## src/rtl/aes_pkg.sv

```systemverilog
// Shared AES constants: block width, core pipeline depth, sel encoding,
// plus the result-collector mode FSM states and FIFO entry layout.
package aes_pkg;

    localparam int AES_BLOCK_W      = 128;
    localparam int AES_PIPE_LATENCY = 10;

    localparam logic AES_ENC = 1'b0;
    localparam logic AES_DEC = 1'b1;

    typedef enum logic {
        MODE_RUN   = 1'b0,
        MODE_DRAIN = 1'b1
    } mode_state_t;

    // One buffered core result: mode tag on top of the 128-bit block.
    typedef struct packed {
        logic                   sel;
        logic [AES_BLOCK_W-1:0] data;
    } aes_result_t;

endpackage

```

## src/rtl/aes_sync_fifo.sv

```systemverilog
// Synchronous first-word-fall-through FIFO with occupancy count.
// DEPTH must be a power of two so the pointers wrap on their own.
module aes_sync_fifo #(
    parameter  int WIDTH = 129,
    parameter  int DEPTH = 16,
    localparam int PTR_W = $clog2(DEPTH),
    localparam int CNT_W = $clog2(DEPTH + 1)
) (
    input  logic             clk,
    input  logic             rst,
    input  logic             push,
    input  logic [WIDTH-1:0] push_data,
    input  logic             pop,
    output logic [WIDTH-1:0] pop_data,
    output logic             pop_valid,
    output logic [CNT_W-1:0] cnt
);

    logic [WIDTH-1:0] mem [DEPTH];
    logic [PTR_W-1:0] wr_ptr;
    logic [PTR_W-1:0] rd_ptr;
    logic             do_push;
    logic             do_pop;

    // A pop on an empty FIFO is dropped; a push into a full one only lands
    // when a pop frees the slot in the same cycle.
    assign do_pop  = pop & (cnt != '0);
    assign do_push = push & ((cnt != CNT_W'(DEPTH)) | do_pop);

    assign pop_valid = (cnt != '0);
    assign pop_data  = pop_valid ? mem[rd_ptr] : '0;

    always_ff @(posedge clk) begin
        if (do_push) begin
            mem[wr_ptr] <= push_data;
        end
    end

    always_ff @(posedge clk or posedge rst) begin
        if (rst) begin
            wr_ptr <= '0;
            rd_ptr <= '0;
            cnt    <= '0;
        end else begin
            if (do_push) begin
                wr_ptr <= wr_ptr + PTR_W'(1);
            end
            if (do_pop) begin
                rd_ptr <= rd_ptr + PTR_W'(1);
            end
            case ({do_push, do_pop})
                2'b10:   cnt <= cnt + CNT_W'(1);
                2'b01:   cnt <= cnt - CNT_W'(1);
                default: cnt <= cnt;
            endcase
        end
    end

endmodule

```

## src/rtl/aes_out_fifo.sv

```systemverilog
// Result collector for the aes128_pip core: valid-tag shadow pipeline, credit
// flow control, output FIFO and mode FSM. Optional stats: AES_OUT_FIFO_STATS_EN.
module aes_out_fifo
    import aes_pkg::*;
#(
    parameter int DEPTH   = 16,
    parameter int LATENCY = AES_PIPE_LATENCY
) (
    input  logic                   clk,
    input  logic                   rst,
    input  logic                   s_valid,
    input  logic                   s_sel,
    output logic                   s_ready,
    output logic                   pipe_sel,
    input  logic [AES_BLOCK_W-1:0] pipe_out,
    output logic [AES_BLOCK_W-1:0] m_data,
    output logic                   m_sel,
    output logic                   m_valid,
`ifdef AES_OUT_FIFO_STATS_EN
    input  logic                   m_ready,
    output logic [31:0]            stat_blocks,
    output logic [31:0]            stat_stall
`else
    input  logic                   m_ready
`endif
);

    localparam int INFL_W = $clog2(LATENCY + 1);
    localparam int CNT_W  = $clog2(DEPTH + 1);

    logic [LATENCY-1:0] tag;
    logic               launch;
    logic               cap;
    logic               pop;
    logic [INFL_W-1:0]  infl;
    logic [CNT_W-1:0]   fifo_cnt;
    logic [31:0]        credit_used;
    mode_state_t        state;
    mode_state_t        state_nxt;
    logic               switching;
    logic               flip;
    logic               pend_sel;
    logic               flip_sel;
    aes_result_t        push_entry;
    aes_result_t        head;

    // Every block already in flight owns a FIFO slot, so capture can never
    // find the FIFO full.
    assign credit_used = 32'(fifo_cnt) + 32'(infl);
    assign s_ready     = (credit_used < 32'(DEPTH)) & (s_sel == pipe_sel) & !switching;
    assign launch      = s_valid & s_ready;
    assign cap         = tag[LATENCY-1];
    assign pop         = m_valid & m_ready;

    always_ff @(posedge clk or posedge rst) begin
        if (rst) begin
            tag  <= '0;
            infl <= '0;
        end else begin
            tag <= {tag[LATENCY-2:0], launch};
            case ({launch, cap})
                2'b10:   infl <= infl + INFL_W'(1);
                2'b01:   infl <= infl - INFL_W'(1);
                default: infl <= infl;
            endcase
        end
    end

    always_comb begin
        state_nxt = state;
        switching = 1'b0;
        flip      = 1'b0;
        case (state)
            MODE_RUN: begin
                if (s_valid && (s_sel != pipe_sel)) begin
                    state_nxt = MODE_DRAIN;
                end
            end
            MODE_DRAIN: begin
                switching = 1'b1;
                if (infl == '0) begin
                    state_nxt = MODE_RUN;
                    flip      = 1'b1;
                end
            end
            default: state_nxt = MODE_RUN;
        endcase
    end

    // If the requester withdraws during the drain, flip to the mode it last asked for.
    assign flip_sel = s_valid ? s_sel : pend_sel;

    always_ff @(posedge clk or posedge rst) begin
        if (rst) begin
            state    <= MODE_RUN;
            pipe_sel <= AES_ENC;
            pend_sel <= AES_ENC;
        end else begin
            state <= state_nxt;
            if (s_valid) begin
                pend_sel <= s_sel;
            end
            if (flip) begin
                pipe_sel <= flip_sel;
            end
        end
    end

    assign push_entry = '{sel: pipe_sel, data: pipe_out};

    aes_sync_fifo #(
        .WIDTH ($bits(aes_result_t)),
        .DEPTH (DEPTH)
    ) u_fifo (
        .clk       (clk),
        .rst       (rst),
        .push      (cap),
        .push_data (push_entry),
        .pop       (pop),
        .pop_data  (head),
        .pop_valid (m_valid),
        .cnt       (fifo_cnt)
    );

    assign m_data = head.data;
    assign m_sel  = head.sel;

`ifdef AES_OUT_FIFO_STATS_EN
    always_ff @(posedge clk or posedge rst) begin
        if (rst) begin
            stat_blocks <= '0;
            stat_stall  <= '0;
        end else begin
            if (pop) begin
                stat_blocks <= stat_blocks + 32'd1;
            end
            if (s_valid && !s_ready) begin
                stat_stall <= stat_stall + 32'd1;
            end
        end
    end
`endif

endmodule

```

## config.mk

```make
export PLATFORM = sky130hd
export DESIGN_NAME = aes_out_fifo
export DESIGN_NICKNAME = d
export VERILOG_FILES = /design/src/rtl/aes_pkg.sv /design/src/rtl/aes_sync_fifo.sv /design/src/rtl/aes_out_fifo.sv
export SDC_FILE = /design/constraint.sdc
export NUM_CORES = 2
export LEC_CHECK = 0
export CAP_MARGIN = 40
export CORE_ASPECT_RATIO = 0.75
export CORE_MARGIN = 2
export CORE_UTILIZATION = 50
export DETAILED_ROUTE_END_ITERATION = 7
export PLACE_DENSITY = 0.75
export RECOVER_POWER = 25
export SYNTH_ARGS = -nofsm -noshare
export SYNTH_HDL_FRONTEND = slang
export SYNTH_SLANG_ARGS = --single-unit
```

## constraint.sdc

```tcl
create_clock -name clk -period 12.1 [get_ports clk]
set_input_delay 3.63 -clock clk [delete_from_list [all_inputs] [get_ports clk]]
set_output_delay 3.63 -clock clk [all_outputs]
set_load 0.005 [all_outputs]
```

Word level (Yosys, flattened, before mapping)
Memory sizes are Yosys's and may differ from the RTL's.
Index checks and enable logic that the tools add are counted.

operators by class
  add/subtract/negate cells = 7
  multipliers = 0
  div/mod/pow operators = 0
  order comparisons = 1
  equality and inequality tests = 7
  shifts and indexed selects = 0
  multiplexer cells = 12
  bitwise operators = 8
  reductions and logical operators = 6

operators with widths
  kind                                                                    number
  129-bit 2-to-1 mux                                                      1
  4-bit by 1-bit adder with 4-bit output (second input constant)          3
  5-bit case mux with 2 select lines                                      1
  1-bit 2-to-1 mux                                                        8
  4-bit case mux with 2 select lines                                      1
  5-bit by 4-bit adder with 6-bit output                                  1
  1-bit AND                                                               6
  6-bit by 5-bit < comparator with 1-bit output (second input constant)   1
  5-bit by 1-bit adder with 5-bit output (second input constant)          1
  5-bit inequality test (second input constant)                           1
  5-bit nonzero test                                                      1
  5-bit by 1-bit subtractor with 5-bit output (second input constant)     1
  2-bit by 1-bit equality test with 1-bit output (second input constant)  2
  2-bit equality test (second input constant)                             2
  4-bit logical NOT                                                       1
  2-bit nonzero test                                                      2
  4-bit by 1-bit subtractor with 4-bit output (second input constant)     1
  1-bit case mux with 2 select lines                                      1
  1-bit equality test                                                     1
  1-bit logical AND                                                       1
  1-bit logical NOT                                                       1
  1-bit inequality test                                                   1
  1-bit inverter                                                          1
  1-bit bitwise OR                                                        1

storage, ports and cells
  flip-flop bits (word level) = 30
  latch bits = 0
  bits in writable memories = 2064
  memory bits (read-only) = 0
  bits of input ports = 133
  output and inout port bits = 132
  logic and storage cells = 50
  memories kept = 1

memory list
  name        words  width  read ports  clocked after memory_dff  write ports  RTL line             RTL
  u_fifo.mem  16     129    1           0                         1            aes_sync_fifo.sv:19  logic [WIDTH-1:0] mem [DEPTH];

Depth between registers and ports, before layout
  depth in word-level cells = 7
  mapped depth = 11
  mapped depth without buffers = 11

Cells and area by module
A second synthesis with hierarchy kept.

second synthesis, totals
  cells, all modules = 3447
  area, all modules = 79545.0 um^2

modules (own cells, without submodules)
  module         instances  cells each  area each (um^2)  seq. area each (um^2)
  aes_sync_fifo  1          3385        78766.8           62304.8
  aes_out_fifo   1          62          778.2             425.4

Worst setup path before layout
Ideal clock, no wire load.

  kind = input to register
  start point = input port m_ready
  end point = memory u_fifo.mem[3][0] (enable)
  setup time = 0.774 ns
  data arrival time = 13.295 ns
  data required time = 11.326 ns
  path slack = -1.969 ns
  stages on the path = 5
  path buffers = 1
  cell sequence = clkbuf_1 nor2b_1 a21boi_1 nand2_1 nor3_1

between the ends
  word-level cells in the longest chain between the ends = 6

ends and longest elaborated chain
  what                                    RTL line             RTL
  start: declaration                      aes_out_fifo.sv:24   input logic m_ready
  1-bit AND                               aes_out_fifo.sv:53   assign pop = m_valid & m_ready;
  1-bit AND                               aes_sync_fifo.sv:27  assign do_pop = pop & (cnt != '0);
  1-bit bitwise OR                        aes_sync_fifo.sv:28  assign do_push = push & ((cnt != CNT_W'(DEPTH)) | do_pop);
  1-bit AND                               aes_sync_fifo.sv:28
  1-bit 2-to-1 mux                        aes_sync_fifo.sv:34  if (do_push) begin
  1-bit 2-to-1 mux (implied by the code)  aes_sync_fifo.sv:35  mem[wr_ptr] <= push_data;
  end: declaration                        aes_sync_fifo.sv:19

Every way passes these cells.

Worst setup path in the final report
  start point = input port s_sel
  end point = output port s_ready

between the ends
  word-level cells in the longest chain between the ends = 3

ends and longest elaborated chain
  what                     RTL line            RTL
  start: declaration       aes_out_fifo.sv:12  input logic s_sel,
  1-bit equality test      aes_out_fifo.sv:50  assign s_ready = (credit_used < 32'(DEPTH)) & (s_sel == pipe_sel) & !switching;
  1-bit AND (2 in series)  aes_out_fifo.sv:50
  end: declaration         aes_out_fifo.sv:13  output logic s_ready,

Every way passes these cells.

==> impl_metrics.env <==
export IMPL_cts_clk_slew_worst_paths_ns=0.06
export IMPL_power_density_mw_per_mm2=219
export IMPL_synth_seq_area_share_pct=78.0
export IMPL_numCtsBuffers=189
export IMPL_grt_max_degree=167
export IMPL_fin_setup_tns_ns=0
export IMPL_crit_start="s_sel"
export IMPL_portBuffers=264
export IMPL_synthAdderAreaFrac_pct=0.268
export IMPL_min_path_type="reg2reg"
export IMPL_timing_final_crit_share_pct=76.2
export IMPL_chipWidth_um=467
export IMPL_critPathLaunchType="input pin"
export IMPL_synthFlopType="edfxtp_1"
export IMPL_maxSlewHeadroom_pct=-16.6
export IMPL_cts_root_buf="clkbuf_16"
export IMPL_final_antenna_net_count=0
export IMPL_gp_routability_congestion=0.715
export IMPL_syn_area_per_cell_um2=23.2
export IMPL_drc=0
export IMPL_worst_pin_slew_ns=1.75
export IMPL_critPathMaxStageDelay_ns=0.57
export IMPL_slew_viol_final=31
export IMPL_dr_first_iter_drc_count=3844
export IMPL_synth_area_leader_cell="edfxtp_1"
export IMPL_synth_edf_count=2064
export IMPL_hp_start="tag[0]"
export IMPL_synth_cell_area_mm2=0.0804
export IMPL_drt_wirelength_per_cell_um=29.1
export IMPL_die_area_mm2=0.164
export IMPL_syn_inst=3462
export IMPL_grt_antenna_before_repair=41
export IMPL_cap_viol_max_count=1
export IMPL_vdd_drop_max_mv=0.190
export IMPL_crit_fanout=3
export IMPL_via_per_inst=6.11
export IMPL_p_total_uw=20200
export IMPL_synth_cell_types=49
export IMPL_cts_max_level=4
export IMPL_area_growth_syn_to_layout_pct=14.7
export IMPL_synth_xor_area_share_pct=0.131
export IMPL_hold_viol=0
export IMPL_drive_gt1_share_pct=22.8
export IMPL_synth_most_common_cell="edfxtp_1"
export IMPL_ys_warn_count=0
export IMPL_fin_crit_ns=9.22
export IMPL_overflow=0
export IMPL_worstPathRequired_ns=8.47
export IMPL_postCtsSetupBuffers=0
export IMPL_crit_chain="dlygate4sd3_1 > xor2_1 > or4_1 > a21oi_1 > clkdlybuf4s50_1"
export IMPL_synth_top_family_by_area="multiplexers"
export IMPL_grt_pass1_vias=38350
export IMPL_critPathArrivalTime_ns=5.59
export IMPL_crit_slowest_cell="dlygate4sd3_1"
export IMPL_critical_path_class="in2out"
export IMPL_synth_compound_area_share_pct=2.63
export IMPL_rows=127
export IMPL_wl_um=178000
export IMPL_core_mm2=0.160
export IMPL_grt_pass1_wl_um=259000
export IMPL_cts_sinks=2094
export IMPL_finalClockSkew_ns=0.0670
export IMPL_failed_checks="max-capacitance violations, max-slew violations"
export IMPL_start_util_pct=50.3
export IMPL_final_net_count=3949
export IMPL_rsz0062_at_grt="false"
export IMPL_synth_nets=3611
export IMPL_power_leakage_uw=0.0287
export IMPL_timing_rr_start="u_fifo.cnt[4]"
export IMPL_clk_insertion_delay_late_ns=0.84
export IMPL_synth_area_leaders="edfxtp_1 (77%), mux4_2 (14%), a211oi_1 (2.4%)"
export IMPL_clockBufferDepth=3
export IMPL_routed_via_count=37304
export IMPL_synth_top_area_share_pct=77.1
export IMPL_finalSetupViolations=0
export IMPL_fmax_mhz=109
export IMPL_cts_resized=0
export IMPL_synthSimpleGateAreaFrac_pct=1.37
export IMPL_io_pin_count=265
export IMPL_cts_tree="done"
export IMPL_ys_ff_latch=2094
export IMPL_end_kind="primary output"
export IMPL_firstDrtPassIters=7
export IMPL_worst_slack_ns=2.88
export IMPL_worst_hold_slack_ns=0.351
export IMPL_grt_usage_pct=21.8
export IMPL_async_reset_ff_share_pct=1.43
export IMPL_postCtsHoldBufs=0
export IMPL_dp_hpwl_um=85200
export IMPL_yosys_top_cells_count="edfxtp_1 (2064), mux4_2 (513), a211oi_1 (258)"
export IMPL_status="finished, violations left"
export IMPL_yosys_mux_area_fraction_pct=16.1
export IMPL_die_h_um=351
export IMPL_dp_slack_ns=3.02
## layer usage
metal | GRT usage (%) | share of wire [%] | routed length (um) | vias up
met2 | 34.9 | 49 | 86700 | 1463
met1 | 30.7 | 42 | 74300 | 20032
met3 | 4.39 | 7.1 | 12500 | 282
met5 | 0 | 0.090 | 160 | -
li1 | - | - | - | 15501
met4 | 6.39 | 2.3 | 4070 | 26
## state kept, by name (all words and copies together), names as in the netlist
signal         cells
infl               4
pend_sel           1
pipe_sel           1
state              1
tag               10
u_fifo.cnt         5
u_fifo.mem      2064
u_fifo.rd_ptr      4
u_fifo.wr_ptr      4
## layout make-up
class | count | area, um2
Fill cell | 11163 | 67500
Antenna cell | 15 | 37.5
Timing Repair Buffer | 352 | 3820
Sequential cell | 2094 | 62700
Tap cell | 2128 | 2660
Clock buffer | 234 | 4970
Inverter | 12 | 46.3
Multi-Input combinational cell | 1151 | 16600
Clock inverter | 122 | 1290
## stage by stage
step	instances	utilization (%)	cell area, um2
2_1_floorplan	3462	-	80400
3_3_place_gp	5716	53.5	85500
3_5_place_dp	5736	53.8	85900
4_1_cts	6092	57.7	92200
5_1_grt	6104	57.7	92200
6_report	6108	57.7	92200
## worst max-delay path, delay by kind of cell
kind	cells	cell delay (ns)
compound gates	1	0.23
simple gates	1	0.43
xor+xnor	1	0.16
buf+inv	2	1.14
## cells by family after synthesis
| group | Yosys count |
|---|---|
| compound gates | 282 |
| xor+xnor | 12 |
| fa+ha+maj | 16 |
| buf+inv | 217 |
| flops | 2094 |
| mux | 654 |
| simple gates | 187 |
## final timing paths
path	cells past startpoint	slack, ns	endpoint
setup / recovery	5	2.88	s_ready
hold / removal	0	0.35	tag[1]
setup reg to reg	7	8.20	u_fifo.mem[7][44]
hold reg to reg	0	0.35	tag[1]
max in group asynchronous	3	7.00	u_fifo.rd_ptr[3]
min in group asynchronous	3	3.86	infl[0]
## cells in the final DEF (no fill, tap or decap), types with 17 or more instances in the layout
cell type        synthesis  final
mux4_2                 513    513
clkbuf_16                0    190
nor2b_1                130    130
clkinv_1                 0     47
edfxtp_1              2064   2064
a211oi_1               258    258
dlygate4sd3_1            0     81
buf_12                   0     21
clkinv_2                 0     37
mux2i_1                135    135
clkdlybuf4s50_1          0    183
dfrtp_1                 30     26
clkbuf_1                80     40
bufinv_16                0     17
buf_4                   49     48
## where the power goes
group	internal, uW	switching (uW)
clock network	3310	2660
registers	8140	168
logic	3070	2890
(Power assumes the default switching activity.)
